`config.mk`:
```
export PLATFORM = sky130hd
export DESIGN_NAME = nvdla_mcif_rd_responder
export DESIGN_NICKNAME = d
export VERILOG_FILES = /design/src/rtl/nvdla_mcif_rd_responder.sv
export SDC_FILE = /design/constraint.sdc
export NUM_CORES = 1
export LEC_CHECK = 0
export ABC_AREA = 1
export BUFFER_PORTS_ARGS = -buffer_cell sky130_fd_sc_hd__clkbuf_2
export CORE_UTILIZATION = 43
export CTS_CLUSTER_SIZE = 16
export DETAILED_ROUTE_END_ITERATION = 10
export HOLD_SLACK_MARGIN = 0.02
export PLACE_DENSITY = 0.63
export SETUP_SLACK_MARGIN = 0.4
export SYNTH_ARGS = -nofsm -noshare
export SYNTH_HDL_FRONTEND = slang
export SYNTH_SLANG_ARGS = --single-unit
```
`constraint.sdc`:
```
create_clock -name nvdla_core_clk -period 6.9 [get_ports nvdla_core_clk]
set_clock_uncertainty 0.1 [all_clocks]
set_input_delay 0.345 -clock nvdla_core_clk [delete_from_list [all_inputs] [get_ports nvdla_core_clk]]
set_output_delay 0.345 -clock nvdla_core_clk [all_outputs]
set_load 0.02 [all_outputs]
```
`src/rtl/nvdla_mcif_rd_responder.sv`:
```
`default_nettype none
// ============================================================================
// Module      : nvdla_mcif_rd_responder
// Description : Memory-side read responder for the SDP RDMA read channel.
//               Queues 47-bit read requests (byte address + beats-1), fetches
//               64-bit atoms from a synchronous single-port backing memory and
//               returns them in request order as 65-bit response beats.
// Ports       : nvdla_core_clk / nvdla_core_rst   clock, async active-high reset
//               rd_req_pd/valid/ready             request channel ([31:0] addr,
//                                                 [46:32] size = beats-1)
//               rd_rsp_pd/valid/ready             response channel ([63:0]
//                                                 data, [64] mask)
//               mem_rd_en/addr/data               backing memory read port
//                                                 (data 1 cycle after en)
//               err_oob                           sticky out-of-range flag
//               busy                              any work pending
// Revision    : 1.0 - initial release
// ============================================================================
module nvdla_mcif_rd_responder #(
    parameter int MEM_AW    = 16,
    parameter int REQ_DEPTH = 4
) (
    input  logic              nvdla_core_clk,
    input  logic              nvdla_core_rst,
    input  logic [46:0]       rd_req_pd,
    input  logic              rd_req_valid,
    output logic              rd_req_ready,
    output logic [64:0]       rd_rsp_pd,
    output logic              rd_rsp_valid,
    input  logic              rd_rsp_ready,
    output logic              mem_rd_en,
    output logic [MEM_AW-1:0] mem_rd_addr,
    input  logic [63:0]       mem_rd_data,
    output logic              err_oob,
    output logic              busy
);

    localparam int                 C_PTR_W = (REQ_DEPTH > 1) ? $clog2(REQ_DEPTH) : 1;
    localparam logic [C_PTR_W:0]   C_DEPTH = (C_PTR_W + 1)'(REQ_DEPTH);

    localparam logic [0:0] S_IDLE  = 1'b0;
    localparam logic [0:0] S_BURST = 1'b1;

    // ------------------------------------------------------------------
    // Request FIFO
    // ------------------------------------------------------------------
    logic [46:0]        r_fifo_mem [REQ_DEPTH];
    logic [C_PTR_W-1:0] r_wr_ptr;
    logic [C_PTR_W-1:0] r_rd_ptr;
    logic [C_PTR_W:0]   r_fifo_cnt;
    logic               r_rdy_en;
    logic               w_push;
    logic               w_pop;
    logic               w_fifo_empty;
    logic               w_fifo_full;

    assign w_fifo_empty = (r_fifo_cnt == '0);
    assign w_fifo_full  = (r_fifo_cnt == C_DEPTH);
    // r_rdy_en holds ready low while reset is asserted without routing the
    // reset net into the datapath.
    assign rd_req_ready = r_rdy_en & ~w_fifo_full;
    assign w_push       = rd_req_valid & rd_req_ready;

    always_ff @(posedge nvdla_core_clk) begin
        if (w_push) begin
            r_fifo_mem[r_wr_ptr] <= rd_req_pd;
        end
    end

    always_ff @(posedge nvdla_core_clk or posedge nvdla_core_rst) begin
        if (nvdla_core_rst) begin
            r_wr_ptr   <= '0;
            r_rd_ptr   <= '0;
            r_fifo_cnt <= '0;
            r_rdy_en   <= 1'b0;
        end else begin
            r_rdy_en <= 1'b1;
            if (w_push) begin
                r_wr_ptr <= r_wr_ptr + 1'b1;
            end
            if (w_pop) begin
                r_rd_ptr <= r_rd_ptr + 1'b1;
            end
            if (w_push && !w_pop) begin
                r_fifo_cnt <= r_fifo_cnt + 1'b1;
            end else if (w_pop && !w_push) begin
                r_fifo_cnt <= r_fifo_cnt - 1'b1;
            end
        end
    end

    // ------------------------------------------------------------------
    // FIFO head decode
    // ------------------------------------------------------------------
    logic [46:0]       w_head;
    logic [MEM_AW-1:0] w_head_base;
    logic [14:0]       w_head_size;
    logic              w_head_oob;
    logic              w_unused_head;

    assign w_head        = r_fifo_mem[r_rd_ptr];
    assign w_head_base   = w_head[MEM_AW+2:3];
    assign w_head_size   = w_head[46:32];
    assign w_unused_head = ^w_head[2:0];

    generate
        if (MEM_AW < 29) begin : g_oob_chk
            assign w_head_oob = |w_head[31:MEM_AW+3];
        end else begin : g_no_oob
            assign w_head_oob = 1'b0;
        end
    endgenerate

    // ------------------------------------------------------------------
    // Issue permission: output buffer (2 entries) plus one read in flight.
    // ------------------------------------------------------------------
    logic [1:0] r_buf_cnt;
    logic       r_inflight;
    logic       r_inflight_oob;
    logic       w_acc;
    logic [2:0] w_occ;
    logic       w_perm;

    assign w_acc  = rd_rsp_valid & rd_rsp_ready;
    assign w_occ  = {1'b0, r_buf_cnt} + {2'b00, r_inflight};
    assign w_perm = (w_occ <= ({2'b00, w_acc} + 3'd1));

    // ------------------------------------------------------------------
    // Burst engine
    // ------------------------------------------------------------------
    logic [0:0]        r_state;
    logic [MEM_AW-1:0] r_base;
    logic [14:0]       r_size;
    logic [14:0]       r_beat_idx;
    logic              r_oob;
    logic              r_err_oob;

    logic              w_issue;
    logic [MEM_AW-1:0] w_cur_addr;
    logic              w_cur_oob;
    logic              w_cur_last;

    // In IDLE the head entry is issued directly so beat 0 goes to memory the
    // cycle after the request lands; the request is popped (and loaded)
    // even when issue is stalled, so the engine always holds one request.
    always_comb begin
        w_issue    = 1'b0;
        w_pop      = 1'b0;
        w_cur_addr = w_head_base;
        w_cur_oob  = w_head_oob;
        w_cur_last = (w_head_size == 15'd0);
        if (r_state == S_IDLE) begin
            w_pop   = ~w_fifo_empty;
            w_issue = ~w_fifo_empty & w_perm;
        end else begin
            w_cur_addr = r_base + MEM_AW'(r_beat_idx);
            w_cur_oob  = r_oob;
            w_cur_last = (r_beat_idx == r_size);
            w_issue    = w_perm;
            w_pop      = w_perm & w_cur_last & ~w_fifo_empty;
        end
    end

    // Out-of-range beats consume a slot but never strobe the memory.
    assign mem_rd_en   = w_issue & ~w_cur_oob;
    assign mem_rd_addr = mem_rd_en ? w_cur_addr : '0;

    always_ff @(posedge nvdla_core_clk or posedge nvdla_core_rst) begin
        if (nvdla_core_rst) begin
            r_state        <= S_IDLE;
            r_base         <= '0;
            r_size         <= '0;
            r_beat_idx     <= '0;
            r_oob          <= 1'b0;
            r_err_oob      <= 1'b0;
            r_inflight     <= 1'b0;
            r_inflight_oob <= 1'b0;
        end else begin
            r_inflight     <= w_issue;
            r_inflight_oob <= w_issue & w_cur_oob;
            if (w_pop && w_head_oob) begin
                r_err_oob <= 1'b1;
            end
            case (r_state)
                S_IDLE: begin
                    if (!w_fifo_empty) begin
                        r_base <= w_head_base;
                        r_size <= w_head_size;
                        r_oob  <= w_head_oob;
                        if (w_issue) begin
                            r_beat_idx <= 15'd1;
                            r_state    <= (w_head_size == 15'd0) ? S_IDLE : S_BURST;
                        end else begin
                            r_beat_idx <= 15'd0;
                            r_state    <= S_BURST;
                        end
                    end
                end
                default: begin
                    if (w_issue) begin
                        if (w_cur_last) begin
                            if (!w_fifo_empty) begin
                                r_base     <= w_head_base;
                                r_size     <= w_head_size;
                                r_oob      <= w_head_oob;
                                r_beat_idx <= 15'd0;
                            end else begin
                                r_state <= S_IDLE;
                            end
                        end else begin
                            r_beat_idx <= r_beat_idx + 15'd1;
                        end
                    end
                end
            endcase
        end
    end

    // ------------------------------------------------------------------
    // Output buffer. The read in flight is logically the entry behind the
    // buffer; when the buffer is empty it is presented straight from the
    // memory's registered output so beat 0 appears two cycles after the
    // request handshake. An unaccepted in-flight beat is captured into the
    // buffer, so the presented data stays stable.
    // ------------------------------------------------------------------
    logic [63:0] r_buf [2];
    logic        r_buf_wr;
    logic        r_buf_rd;
    logic [63:0] w_inf_data;
    logic [63:0] w_out_data;
    logic        w_buf_push;
    logic        w_buf_pop;

    assign w_inf_data = r_inflight_oob ? 64'h0 : mem_rd_data;
    assign w_buf_pop  = w_acc & (r_buf_cnt != 2'd0);
    assign w_buf_push = r_inflight & ~(w_acc & (r_buf_cnt == 2'd0));
    assign w_out_data = (r_buf_cnt != 2'd0) ? r_buf[r_buf_rd] : w_inf_data;

    assign rd_rsp_valid = (r_buf_cnt != 2'd0) | r_inflight;
    assign rd_rsp_pd    = rd_rsp_valid ? {1'b1, w_out_data} : 65'h0;

    always_ff @(posedge nvdla_core_clk or posedge nvdla_core_rst) begin
        if (nvdla_core_rst) begin
            r_buf[0]  <= '0;
            r_buf[1]  <= '0;
            r_buf_wr  <= 1'b0;
            r_buf_rd  <= 1'b0;
            r_buf_cnt <= '0;
        end else begin
            if (w_buf_push) begin
                r_buf[r_buf_wr] <= w_inf_data;
                r_buf_wr        <= ~r_buf_wr;
            end
            if (w_buf_pop) begin
                r_buf_rd <= ~r_buf_rd;
            end
            if (w_buf_push && !w_buf_pop) begin
                r_buf_cnt <= r_buf_cnt + 2'd1;
            end else if (w_buf_pop && !w_buf_push) begin
                r_buf_cnt <= r_buf_cnt - 2'd1;
            end
        end
    end

    assign err_oob = r_err_oob;
    assign busy    = ~w_fifo_empty | (r_state == S_BURST) | r_inflight | (r_buf_cnt != 2'd0);

endmodule
`default_nettype wire
```
Yosys cells after proc, flatten, opt, wreduce, memory -nomap -nowiden
Memories as Yosys holds them, arrays and structs flattened.
Index checks and enable logic that the tools add are counted.
{"block": "totals", "regBits": 191, "mem_bits_rw": 188, "input_bits": 115, "out_inout_bits": 86, "wordCells": 126, "n_memories": 1}
{"block": "op_classes", "n_addsub": 10, "order_cmp": 4, "eq_ne": 6, "n_mux": 46, "bitwise": 23, "n_reduce_logical": 19}
{"memory": "r_fifo_mem", "words": 4, "word_bits": 47, "read_ports": 1, "rd_ports_with_merged_regs": 0, "wr": 1, "line_no": "47", "text": "logic [46:0] r_fifo_mem [REQ_DEPTH];"}
{"op": "$mux 64", "count": 6}
{"op": "$mux 15", "count": 9}
{"op": "$bwmux 128", "count": 1}
{"op": "$mux 16", "count": 6}
{"op": "$mux 65", "count": 1}
{"op": "$demux 64 s1", "count": 1}
{"op": "$mux 1", "count": 18}
{"op": "$add 16x15->16", "count": 1}
{"op": "$add 15x1->15 const B", "count": 1}
{"op": "$eq 15x15->1", "count": 1}
{"op": "$logic_not 15->1", "count": 1}
{"op": "$reduce_or 13->1", "count": 1}
{"op": "$and 1x1->1", "count": 11}
{"op": "$add 2x1->2 const B", "count": 3}
{"op": "$logic_and 1x1->1", "count": 6}
{"op": "$mux 3", "count": 2}
{"op": "$ne 2x1->1 const B", "count": 3}
{"op": "$not 1->1", "count": 6}
{"op": "$reduce_bool 2->1", "count": 3}
{"op": "$ge 2x2->1 const B", "count": 2}
{"op": "$logic_not 1->1", "count": 4}
{"op": "$mux 2", "count": 2}
{"op": "$not 1->2", "count": 2}
{"op": "$or 1x1->1", "count": 4}
{"op": "other kinds (13)", "count": 13}

Longest topological paths before layout
Gate-level depths: netlist of the first run.
{"block": "logic_depth", "ltp_word": 11, "mapped_depth": 17, "ltp_nobuf": 15}

Least setup slack after synthesis of the first run
Ideal clock, no wire load.
{"block": "synth_timing", "path_type": "register to register", "startpoint": "register r_fifo_cnt[0]", "endpoint": "memory r_fifo_mem[0][10], enable pin", "setup_ps": 446, "arrival_ps": 2987, "required_time_ps": 6354, "setup_slack_ps": 3368, "path_stages_with_launch": 5, "path_buffers": 0, "synth_period_minus_slack_ps": 3532, "path_cell_list": "dfrtp_1 nor2_1 a21oi_1 nand2_1 nor2_1"}
{"block": "synth_via", "elab_chain_len": 6}
{"item": "start, declared", "line_no": "50", "text": "logic [C_PTR_W:0] r_fifo_cnt;"}
{"item": "start signal, assigned", "line_no": "85", "text": "r_fifo_cnt <= r_fifo_cnt + 1'b1;"}
{"item": "start signal, assigned", "line_no": "87", "text": "r_fifo_cnt <= r_fifo_cnt - 1'b1;"}
{"item": "$eq 3x3->1", "line_no": "58", "text": "assign w_fifo_full = (r_fifo_cnt == C_DEPTH);"}
{"item": "$not 1->1", "line_no": "61", "text": "assign rd_req_ready = r_rdy_en & ~w_fifo_full;"}
{"item": "$and 1x1->1", "line_no": "61"}
{"item": "net rd_req_ready", "line_no": "27", "text": "output logic rd_req_ready,"}
{"item": "$and 1x1->1", "line_no": "62", "text": "assign w_push = rd_req_valid & rd_req_ready;"}
{"item": "$mux 1", "line_no": "65", "text": "if (w_push) begin"}
{"item": "$mux 1 (not written as such)", "line_no": "66", "text": "r_fifo_mem[r_wr_ptr] <= rd_req_pd;"}
{"item": "end, declared", "line_no": "47"}
The timed path passes the listed nets, and every way through them passes these cells.

Worst setup path after layout of the first run
{"block": "layout_timing", "startpoint": "register r_buf_cnt[0]", "endpoint": "register r_fifo_cnt[2]"}
{"block": "layout_via", "elab_chain_len": 11, "elab_cells_between_ends": 14, "cone_classes": "2 x add/sub; 1 x order compare; 2 x mux; 4 x bitwise; 5 x reduce/logical"}
{"item": "start, declared", "line_no": "117", "text": "logic [1:0] r_buf_cnt;"}
{"item": "start signal, assigned", "line_no": "258", "text": "r_buf_cnt <= r_buf_cnt + 2'd1;"}
{"item": "start signal, assigned", "line_no": "260", "text": "r_buf_cnt <= r_buf_cnt - 2'd1;"}
{"item": "$reduce_bool 2->1", "line_no": "239", "text": "assign rd_rsp_valid = (r_buf_cnt != 2'd0) | r_inflight;"}
{"item": "$or 1x1->1", "line_no": "239"}
{"item": "$and 1x1->1", "line_no": "124", "text": "assign w_acc = rd_rsp_valid & rd_rsp_ready;"}
{"item": "$add 1x1->2", "line_no": "126", "text": "assign w_perm = (w_occ <= ({2'b00, w_acc} + 3'd1));"}
{"item": "$le 3x2->1 *", "line_no": "126"}
{"item": "$and 1x1->1 * (2 in series)", "line_no": "160", "text": "w_pop = w_perm & w_cur_last & ~w_fifo_empty;"}
{"item": "$mux 1 *", "line_no": "152", "text": "if (r_state == S_IDLE) begin"}
{"item": "$logic_not 1->1", "line_no": "84", "text": "if (w_push && !w_pop) begin"}
{"item": "$logic_and 1x1->1", "line_no": "84"}
{"item": "$mux 3 / $reduce_bool 2->1 (equally long branches)"}
Every way passes the cells marked *; elsewhere a longest branch is shown, timed or not.
A chain may end at the register's enable or synchronous reset.

==> results of run 1 <==
## through the flow
step           utilization  setup WS, ns  total power [W]
2_1_floorplan            -          1.26          0.00528
3_3_place_gp         0.472          3.06          0.00620
3_5_place_dp         0.472          2.99          0.00629
4_1_cts              0.536          3.00          0.00860
5_1_grt              0.536          2.72          0.00909
6_report             0.536          3.03          0.00853
## placed cells by master (no fill, tap or decap), types with 20 or more instances in the layout
cell,count
nand2_1,490
o21ai_0,229
clkbuf_2,197
dfrtp_1,189
edfxtp_1,176
inv_1,138
nand3_1,138
dlygate4sd3_1,110
nor2_1,101
o22ai_1,73
clkbuf_16,41
a21oi_1,36
ha_1,23
o21ai_1,20
## state kept, by name (all words and copies together), names as in the netlist, 2 cells and up
register	cells
r_size	15
r_beat_idx	15
r_base	16
r_fifo_cnt	3
r_wr_ptr	2
r_rd_ptr	2
r_fifo_mem	176
r_buf_cnt	2
r_buf	128
## per-layer routing
layer / vias up / share of wire / track usage
met4: 0 / 0.022 / 0.0679
met5: - / 0 / 0
met2: 369 / 0.47 / 0.338
met3: 60 / 0.056 / 0.0325
met1: 6368 / 0.45 / 0.291
li1: 6692 / - / -
## cell families after synthesis
family,count (synthesis)
flip-flops,367
adder cells (fa/ha/maj),25
XOR/XNOR,18
AND/OR/NAND/NOR,782
multiplexers,1
other,1
AO/OA/AOI/OAI,378
buffers and inverters,253
## path summary, 6_finish.rpt
kind | start | to | slack [ns] | cells past startpoint
hold / removal | rd_req_valid | r_wr_ptr[0] | 0.27 | 3
setup / recovery | r_buf_cnt[0] | r_fifo_cnt[2] | 3.03 | 14
hold reg to reg | err_oob | err_oob | 0.37 | 2
min in group asynchronous | nvdla_core_rst | r_buf[54] | 0.37 | 3
max in group asynchronous | nvdla_core_rst | r_buf_rd | 4.69 | 4
setup reg to reg | r_buf_cnt[0] | r_fifo_cnt[2] | 3.03 | 14
## power breakdown
group / total [W] / internal, W / switching (W)
Clock: 0.00223 / 0.00134 / 0.000894
Combinational: 0.00322 / 0.000988 / 0.00223
Sequential: 0.00307 / 0.00284 / 0.000229
## worst max-delay path, stage by stage, from the launching register on
cell     delay [ns]
dfrtp_1        0.45
nor2_4         0.16
buf_4          0.69
nand2_2        0.20
nand2_1        0.16
a21oi_4        0.09
nor2_4         0.13
nor2_2         0.07
nand2_4        0.53
ha_1           0.26
inv_1          0.07
fa_1           0.38
a21oi_1        0.17
o21ai_0        0.13
xnor2_1        0.14
## layout make-up
cell class | count | area [sq um] | area share
well taps | 518 | 648 | 0.0312
flip-flops and latches | 367 | 10100 | 0.485
clock inverters | 23 | 263 | 0.0127
repair buffers | 324 | 2210 | 0.107
inverters | 149 | 568 | 0.0274
multi-input cells | 1205 | 5870 | 0.283
clock buffers | 51 | 1110 | 0.0537
==> flow_summary.yaml, run 1 <==
synth:
  ys.warnings.count: 0
  synth_top_family_by_area: "simple AND/OR/NAND/NOR gates"
  syn_inst: 1825
  synth.top_cell.area_share: 0.312
  synth_simple_gate_area_frac: 0.193
  synth.cell_area_sq_um: 16900
  synth_area_leader_cell: "edfxtp_1"
  ys_async_sr_fraction: 0.520
  synthMuxAreaShare: 0.000666
  synth_edf_count: 176
  synth_top_flop_cell: "dfrtp_1"
  synth_commonest_cells: "491 x nand2_1, 229 x o21ai_0, 191 x dfrtp_1"
  syn-mean-instance-area_sq_um: 9.27
  synth_cell_types: 40
  synth_compound_area_frac: 0.122
  synthAdderAreaFrac: 0.0194
  ys_ff_latch: 367
  yosysMostFrequentCell: "nand2_1"
  yosys-top-cells-area: "edfxtp_1 31%, dfrtp_1 28%, nand2_1 11%, o21ai_0 6.8%, nand3_1 4.1%"
  synth-xor-area-share: 0.00932
  seq_area_frac_synth: 0.595
  synth_nets: 1965
die:
  die_h_um: 200
  rows: 72
  fp.dieW_um: 200
  ioPinCount: 201
  core_area_sq_um: 38700
  start_util: 0.437
  dieArea_sq_um: 40100
timing:
  worstMarginPinSlew_ns: 1.23
  slew_headroom: 0.183
  grt_setup_unrepaired: "no"
  fin_crit_ns: 3.87
  finalHoldViolations: 0
  fmax_ghz: 0.259
  fin_crit_sh: 0.560
  setup_viol_count_final: 0
  setup_tns_ns: 0
  slew_violations: 0
  whs_ns: 0.271
clocking:
  clock_sinks: 367
  postCtsHoldBufs: 110
  cts_max_level: 2
  cts_buffer_depth: 3
  cts_tree: "done"
  numCtsBuffers: 41
  clkLatencyLatePin_ns: 0.57
  cts.clk_slew.worst_paths_ns: 0.06
  ctsResizeCount: 0
  cts_setup_buffers: 0
  cts.root.buffer_cell: "clkbuf_16"
worst_hold_path:
  hold_class: "in2reg"
place:
  hpwlAfterDp_um: 25100
  place_inst: 2453
  portBuffers: 197
  placed_area_sq_um: 18300
  gp_congestion: 0.830
job:
  maxCapViolCount: 0
grt:
  grt_pass1_vias: 13200
  grt_pass1_wl_um: 68500
  antenna_found_initial: 0
  grt_max_degree: 129
  grt_overflow: 0
  grtUsageTotal: 0.210
critical_path:
  crit_path_end_kind: "register"
  required_ns: 7.25
  crit_type: "reg2reg"
  crit_arrival_ns: 4.21
  start_kind: "register"
  cp_max_fo: 66
finish:
  fin_cells: 2637
  final_cell_area_sq_um: 20700
  diodes: 0
  syn_to_final_growth_pct: 22.6
  drive_above_1_share: 0.152
  final_nets: 2228
  nFillCells: 3461
drt:
  wl_um: 41500
  vias: 13500
  drt-pass1-iter-count: 5
  via_per_inst: 5.12
  ant_nets: 0
  drt_first_iter_violations: 1036
  drc: 0
  avgRoutedWirePerCell_um: 15.7
power:
  p_leak_nw: 9.28
  power_density_nw_per_um2: 411
  peakVddDrop_v: 0.000277
outcome:
  outcome: "finished, final reports clean"
Note: power is estimated with default switching activity, not from simulation.
==> run 2: changes to the inputs <==
- ABC_AREA: 1 -> 0
- clock period: 6.9 -> 3.9 ns (I/O delays scaled with it)
==> run 2 against run 1 <==
  * Clock power rose by 65%
  * Count of clock-buffer cells in the layout rose by 7
  * Combinational power rose by 90%
  * Wire length fell by 4.9%
  * Non-clock buffer count rose by 16
  * Die area fell by 0.33%
  * Final area rose by 0.72%
  * Critical path type is now reg2out
  * Via count fell by 13%
  * Largest cell class unchanged
  * Global-route usage fell by 1.1 points
  * Total power rose by 81%
  * Sequential power rose by 82%
  * Setup slack got worse by 2.5 ns
==> flow_summary.yaml, run 2 <==
drt:
  wl_um: 39400
  drt_first_iter_violations: 484
  drc: 0
  ant_nets: 0
  drt-pass1-iter-count: 5
  via_per_inst: 5.20
  avgRoutedWirePerCell_um: 17.4
  vias: 11800
synth:
  synth.top_cell.area_share: 0.313
  yosys-top-cells-area: "edfxtp_1 31%, dfrtp_1 28%, o21ai_0 5.4%, nand2_1 5.2%, mux2i_1 4.0%"
  synth.cell_area_sq_um: 16900
  ys_async_sr_fraction: 0.520
  synth_top_flop_cell: "dfrtp_1"
  ys.warnings.count: 0
  yosysMostFrequentCell: "nand2_1"
  seq_area_frac_synth: 0.597
  synth_area_leader_cell: "edfxtp_1"
  synth_edf_count: 176
  ys_ff_latch: 367
  synth_cell_types: 70
  synth_nets: 1569
  synth_commonest_cells: "233 x nand2_1, 191 x dfrtp_1, 182 x o21ai_0"
  syn_inst: 1429
  syn-mean-instance-area_sq_um: 11.8
timing:
  setup_ws_ns: 0.553
  setup_viol_count_final: 0
  slew_headroom: 0.138
  finalHoldViolations: 0
  setup_tns_ns: 0
  grt_setup_unrepaired: "yes"
  worstMarginPinSlew_ns: 1.29
  slew_violations: 0
  fmax_ghz: 0.299
  fin_crit_sh: 0.858
  whs_ns: 0.0791
  fin_crit_ns: 3.35
critical_path:
  slowest_delay_ns: 0.47
  rr_endpoint: "r_beat_idx[14]"
  regToRegSetupSlack_ns: 0.90
  crit_arrival_ns: 3.05
  required_ns: 3.61
  path_cells: "ha_1, a211oi_2, o21bai_2, o21a_2, o41ai_4, nand4_1, a31oi_1, clkbuf_2"
  cp_max_fo: 7
  crit_buf_inv: 1
  crit_path_top_delay_cell: "dfrtp_2"
  crit_family: "compound AO/OA/AOI/OAI gates"
  crit_type: "reg2out"
  start_kind: "register"
  crit_path_end_kind: "output port"
  r2r-start: "r_beat_idx[2]"
  r2r_cells: 7
outcome:
  outcome: "finished, final reports clean"
grt:
  antenna_found_initial: 1
  grt_pass1_wl_um: 61800
  grtUsageTotal: 0.199
  grt_max_degree: 125
  grt_pass1_vias: 11700
  grt_overflow: 0
clocking:
  cts_max_level: 2
  cts_buffer_depth: 3
  cts_tree: "done"
  cts.root.buffer_cell: "clkbuf_16"
  clkLatencyLatePin_ns: 0.56
  cts.clk_slew.worst_paths_ns: 0.06
  numCtsBuffers: 40
  clock_sinks: 367
worst_hold_path:
  hold_class: "in2reg"
  min_from: "rd_req_valid"
  whs_path_depth: 3
  holdPathEnd: "r_wr_ptr[0]"
power:
  p_leak_nw: 8.66
  swShare: 0.387
  p_int_w: 0.00945
  power_density_nw_per_um2: 737
  p_clk_frac: 0.239
  combPwrFrac: 0.398
  peakVddDrop_v: 0.000439
  finalPower_w: 0.0154
  switching_power_w: 0.00595
  p_seq_frac: 0.363
finish:
  nFillCells: 3279
  syn_to_final_growth_pct: 23.9
  seq_area_sq_um: 10100
  drive_above_1_share: 0.217
  final_nets: 1862
  final_cell_mix: "232 x nand2_1, 194 x clkbuf_2, 186 x dfrtp_1"
  reg_top3: "r_fifo_mem (176), r_buf (128), r_base (16)"
  top_register: "r_fifo_mem"
  multi_input_area_sq_um: 6450
  largest_reg_flops: 176
  final_common_cell: "nand2_1"
place:
  portBuffers: 197
  pre_cts_ws_ns: 0.880
  gp_congestion: 0.804
  hpwlAfterDp_um: 24100
die:
  fp.dieW_um: 200
  core_area_sq_um: 38600
  rows: 72
  dieArea_sq_um: 40000
  ioPinCount: 201
  start_util: 0.436
  die_h_um: 200
job:
  maxCapViolCount: 0
[run 2: worst min-delay path: stages]
cell and delay (ns):
clkbuf_2 0.11, and2_0 0.28, xnor2_1 0.10
[run 2: kinds of logic (layout without fill, tap and decap cells)]
family                     Yosys count  after routing  synth area share
AOI/OAI and AO/OA                  297            297             0.100
adders and majority gates           25             25            0.0194
and+or+nand+nor                    479            479             0.132
other                                1              2          0.000222
DFF                                367            367             0.597
buffers and inverters              104            427            0.0272
xor gates and xnor gates            25             25            0.0130
muxes                              131            131             0.111
[run 2: routing by layer]
| metal | global-route usage | routed length [um] | vias to the layer above |
|---|---|---|---|
| li1 | - | - | 5721 |
| met1 | 0.253 | 17000 | 5749 |
| met2 | 0.335 | 19200 | 260 |
| met3 | 0.0415 | 2090 | 69 |
| met4 | 0.0715 | 1140 | 0 |
| met5 | 0 | 0 | - |
[run 2: power groups by stage]
stage                     logic, W  registers, W  clock network, W
after floorplan            0.00444       0.00539                 0
after global placement     0.00586       0.00564                 0
after detailed placement   0.00597       0.00568                 0
after CTS                  0.00614       0.00560           0.00378
after global routing       0.00678       0.00570           0.00392
final                      0.00612       0.00560           0.00368
[run 2: worst max path at each step]
stage / from / endpoint / slack (ns) / cells past startpoint
floorplan: r_fifo_cnt[0] / r_fifo_mem[0][10] / 1.0 / 3
global placement: r_beat_idx[1] / mem_rd_addr[12] / 0.94 / 9
detailed placement: r_beat_idx[1] / mem_rd_addr[12] / 0.88 / 9
CTS: r_base[0] / mem_rd_addr[12] / 0.38 / 10
global route: r_beat_idx[1] / mem_rd_addr[13] / 0.39 / 8
finish: r_beat_idx[1] / mem_rd_addr[13] / 0.55 / 8
[run 2: area by class of cell]
class	instances	area share
multi-input cells	958	0.308
inverters	15	0.00287
diodes	1	0.000120
repair buffers	340	0.115
flip-flops and latches	367	0.482
well taps	518	0.0310
clock inverters	14	0.00635
clock buffers	58	0.0545
[run 2: timing repair]
action / in CTS / in global routing
hold buffers: 110 / 0
resized for setup: 8 / 13
gates cloned: 0 / 0
setup buffers: 4 / 0
endpoints found under the setup margin: 2 / 8
pin swaps: 4 / 7
endpoints found under the hold margin: 496 / 0
[run 2: through the flow]
step	utilization	area, sq um	instances
after floorplan	-	16900	1429
after global placement	0.476	18400	2084
after detailed placement	0.476	18400	2084
after CTS	0.540	20900	2270
after global routing	0.541	20900	2271
final	0.541	20900	2271
==> run 3: changes to the inputs <==
==> constraint.sdc (replaced) <==
create_clock -name nvdla_core_clk -period 3.9 [get_ports nvdla_core_clk]
set_clock_uncertainty 0.1 [all_clocks]
set_input_delay 0.78 -clock nvdla_core_clk [delete_from_list [all_inputs] [get_ports nvdla_core_clk]]
set_output_delay 0.78 -clock nvdla_core_clk [all_outputs]
set_load 0.02 [all_outputs]
==> run 3 against run 2 <==
  * The run now ends with setup timing left
  * Fmax shrank 14%
  * Sequential power fell by 0.9%
  * First-iteration DRC count grew 16%
  * Via count shrank 2.2%
  * Non-clock buffer count fell by 91
  * Sequential share of layout area is 0.95 points higher
  * Wire length shrank 0.82%
  * Die area unchanged
==> flow_summary.yaml, run 3 (synthesis gave the netlist of run 2 again) <==
die:
  dieArea_sq_um: 40000
  start_util: 0.436
  core_area_sq_um: 38600
  die_h_um: 200
  ioPinCount: 201
  rows: 72
  fp.dieW_um: 200
finish:
  final_nets: 1772
  seq_area_sq_um: 10100
  largest_reg_flops: 176
  fin_cells: 2182
  final_core_util: 0.531
  reg_top3: "r_fifo_mem (176), r_buf (128), r_base (16)"
  final_common_cell: "nand2_1"
  final_cell_mix: "231 x nand2_1, 183 x clkbuf_2, 180 x o21ai_0, 180 x dfrtp_1, 176 x edfxtp_1"
  syn_to_final_growth_pct: 21.6
  multi_input_area_sq_um: 6780
  drive_above_1_share: 0.268
  top_register: "r_fifo_mem"
  nFillCells: 3251
timing:
  slew_headroom: 0.259
  worstMarginPinSlew_ns: 1.11
  setup_viol_count_final: 1
  fin_crit_sh: 1.00
  setup_ws_ns: -0.00907
  fmax_ghz: 0.256
  finalHoldViolations: 0
  whs_ns: 0.330
  grt_setup_unrepaired: "yes"
  fin_crit_ns: 3.91
  slew_violations: 0
place:
  hpwlAfterDp_um: 24600
  place_inst: 2084
  portBuffers: 197
  pre_cts_ws_ns: 0.348
  gp_congestion: 0.808
power:
  swShare: 0.383
  p_clk_frac: 0.242
  p_int_w: 0.00996
  switching_power_w: 0.00618
  p_leak_nw: 8.42
  finalPower_w: 0.0161
  peakVddDrop_v: 0.000516
  p_seq_frac: 0.343
  combPwrFrac: 0.415
  power_density_nw_per_um2: 787
outcome:
  outcome: "finished, violations left"
  violations: "setup timing"
grt:
  grt_pass1_vias: 11000
  grtUsageTotal: 0.195
  grt_overflow: 0
  antenna_found_initial: 3
  grt_max_degree: 87
  grt_pass1_wl_um: 60000
clocking:
  clock_sinks: 367
  cts_buffer_depth: 3
  numCtsBuffers: 40
  postCtsHoldBufs: 0
  cts.root.buffer_cell: "clkbuf_16"
  clkLatencyLatePin_ns: 0.56
  cts_tree: "done"
  cts.clk_slew.worst_paths_ns: 0.06
  cts_max_level: 2
critical_path:
  path_cells: "ha_2, inv_2, fa_2, nor2b_2, o31a_1, buf_6, or4_4, a31oi_4, nand3_1, a31oi_1, buf_4"
  crit_arrival_ns: 3.03
  crit_path_end_kind: "output port"
  crit_buf_inv: 3
  crit_type: "reg2out"
  start_kind: "register"
  crit_path_top_delay_cell: "or4_4"
  crit_family: "compound AO/OA/AOI/OAI gates"
  required_ns: 3.02
  cp_max_fo: 3
  r2r_cells: 12
  slowest_delay_ns: 0.42
  cp.depth: 11
drt:
  drt_first_iter_violations: 563
  drc: 0
  drt-pass1-iter-count: 5
  wl_um: 39100
  ant_nets: 0
  vias: 11500
  via_per_inst: 5.29
  avgRoutedWirePerCell_um: 17.9
job:
  maxCapViolCount: 0
worst_hold_path:
  whs_path_depth: 1
  hold_class: "in2reg"
run 3: cell types whose count changed in the layout (fill, tap and decap cells not counted), moves of 4 or more:
cell / previous run / this run
buf_4: 30 / 45
a21oi_2: 1 / 6
ha_4: 1 / 9
buf_12: 4 / 9
dfrtp_2: 4 / 10
a21oi_1: 27 / 22
ha_1: 20 / 11
dlygate4sd3_1: 110 / 0
dfrtp_1: 186 / 180
clkbuf_2: 194 / 183
bufinv_16: 2 / 6
nor4_1: 14 / 10
run 3: area by class of cell:
class                      instances  area share
inverter                          15     0.00293
clock inverter                    21      0.0146
tap                              518      0.0316
clock buffer                      52      0.0520
antenna                            1    0.000122
timing repair buffer             249      0.0768
multi-input combinational        959       0.330
sequential                       367       0.492
run 3: worst register-to-register path, stage by stage (launching register included):
cell     delay (ns)
dfrtp_1        0.39
buf_4          0.14
buf_4          0.16
xnor2_1        0.17
nand4_1        0.12
nor2_1         0.37
a31oi_4        0.20
nor2_8         0.12
inv_2          0.05
ha_1           0.19
inv_1          0.07
fa_1           0.40
mux2_2         0.27
run 3: routing by layer:
metal  global-route usage  vias to the layer above  share of wire
li1                     -                     5539              -
met1                0.262                     5649           0.44
met2                0.312                      277           0.47
met3               0.0452                       67          0.060
met4               0.0664                        4          0.026
met5                    0                        -        0.00074
run 3: power by group through the flow:
stage          sequential, W  clock (W)  combinational, W
4_1_cts              0.00552    0.00400           0.00642
2_1_floorplan        0.00539          0           0.00444
3_3_place_gp         0.00555          0           0.00600
3_5_place_dp         0.00560          0           0.00610
5_1_grt              0.00565    0.00416           0.00735
6_report             0.00555    0.00390           0.00670
run 3: stage by stage:
stage | setup TNS, ns | instance area (sq um)
after floorplan | 0 | 16900
after global placement | 0 | 18500
after detailed placement | 0 | 18500
after CTS | -0.279 | 20200
after global routing | -0.280 | 20500
final | -0.00907 | 20500
run 3: worst paths after layout:
kind	start	to	slack (ns)
worst max-delay path	r_base[0]	mem_rd_addr[8]	-0.009
worst min-delay path	rd_req_pd[17]	r_fifo_mem[1][17]	0.33
worst max register to register	r_beat_idx[0]	r_fifo_cnt[1]	1.02
worst min register to register	r_buf[104]	r_buf[104]	0.37
max in group asynchronous	nvdla_core_rst	r_buf[81]	2.50
min in group asynchronous	nvdla_core_rst	r_buf[58]	0.38
run 3: repair_timing:
action / in CTS / in global routing
pin swaps: 19 / 28
resized for setup: 56 / 51
setup endpoints to repair: 17 / 19
cloned: 1 / 0
setup buffers: 12 / 11
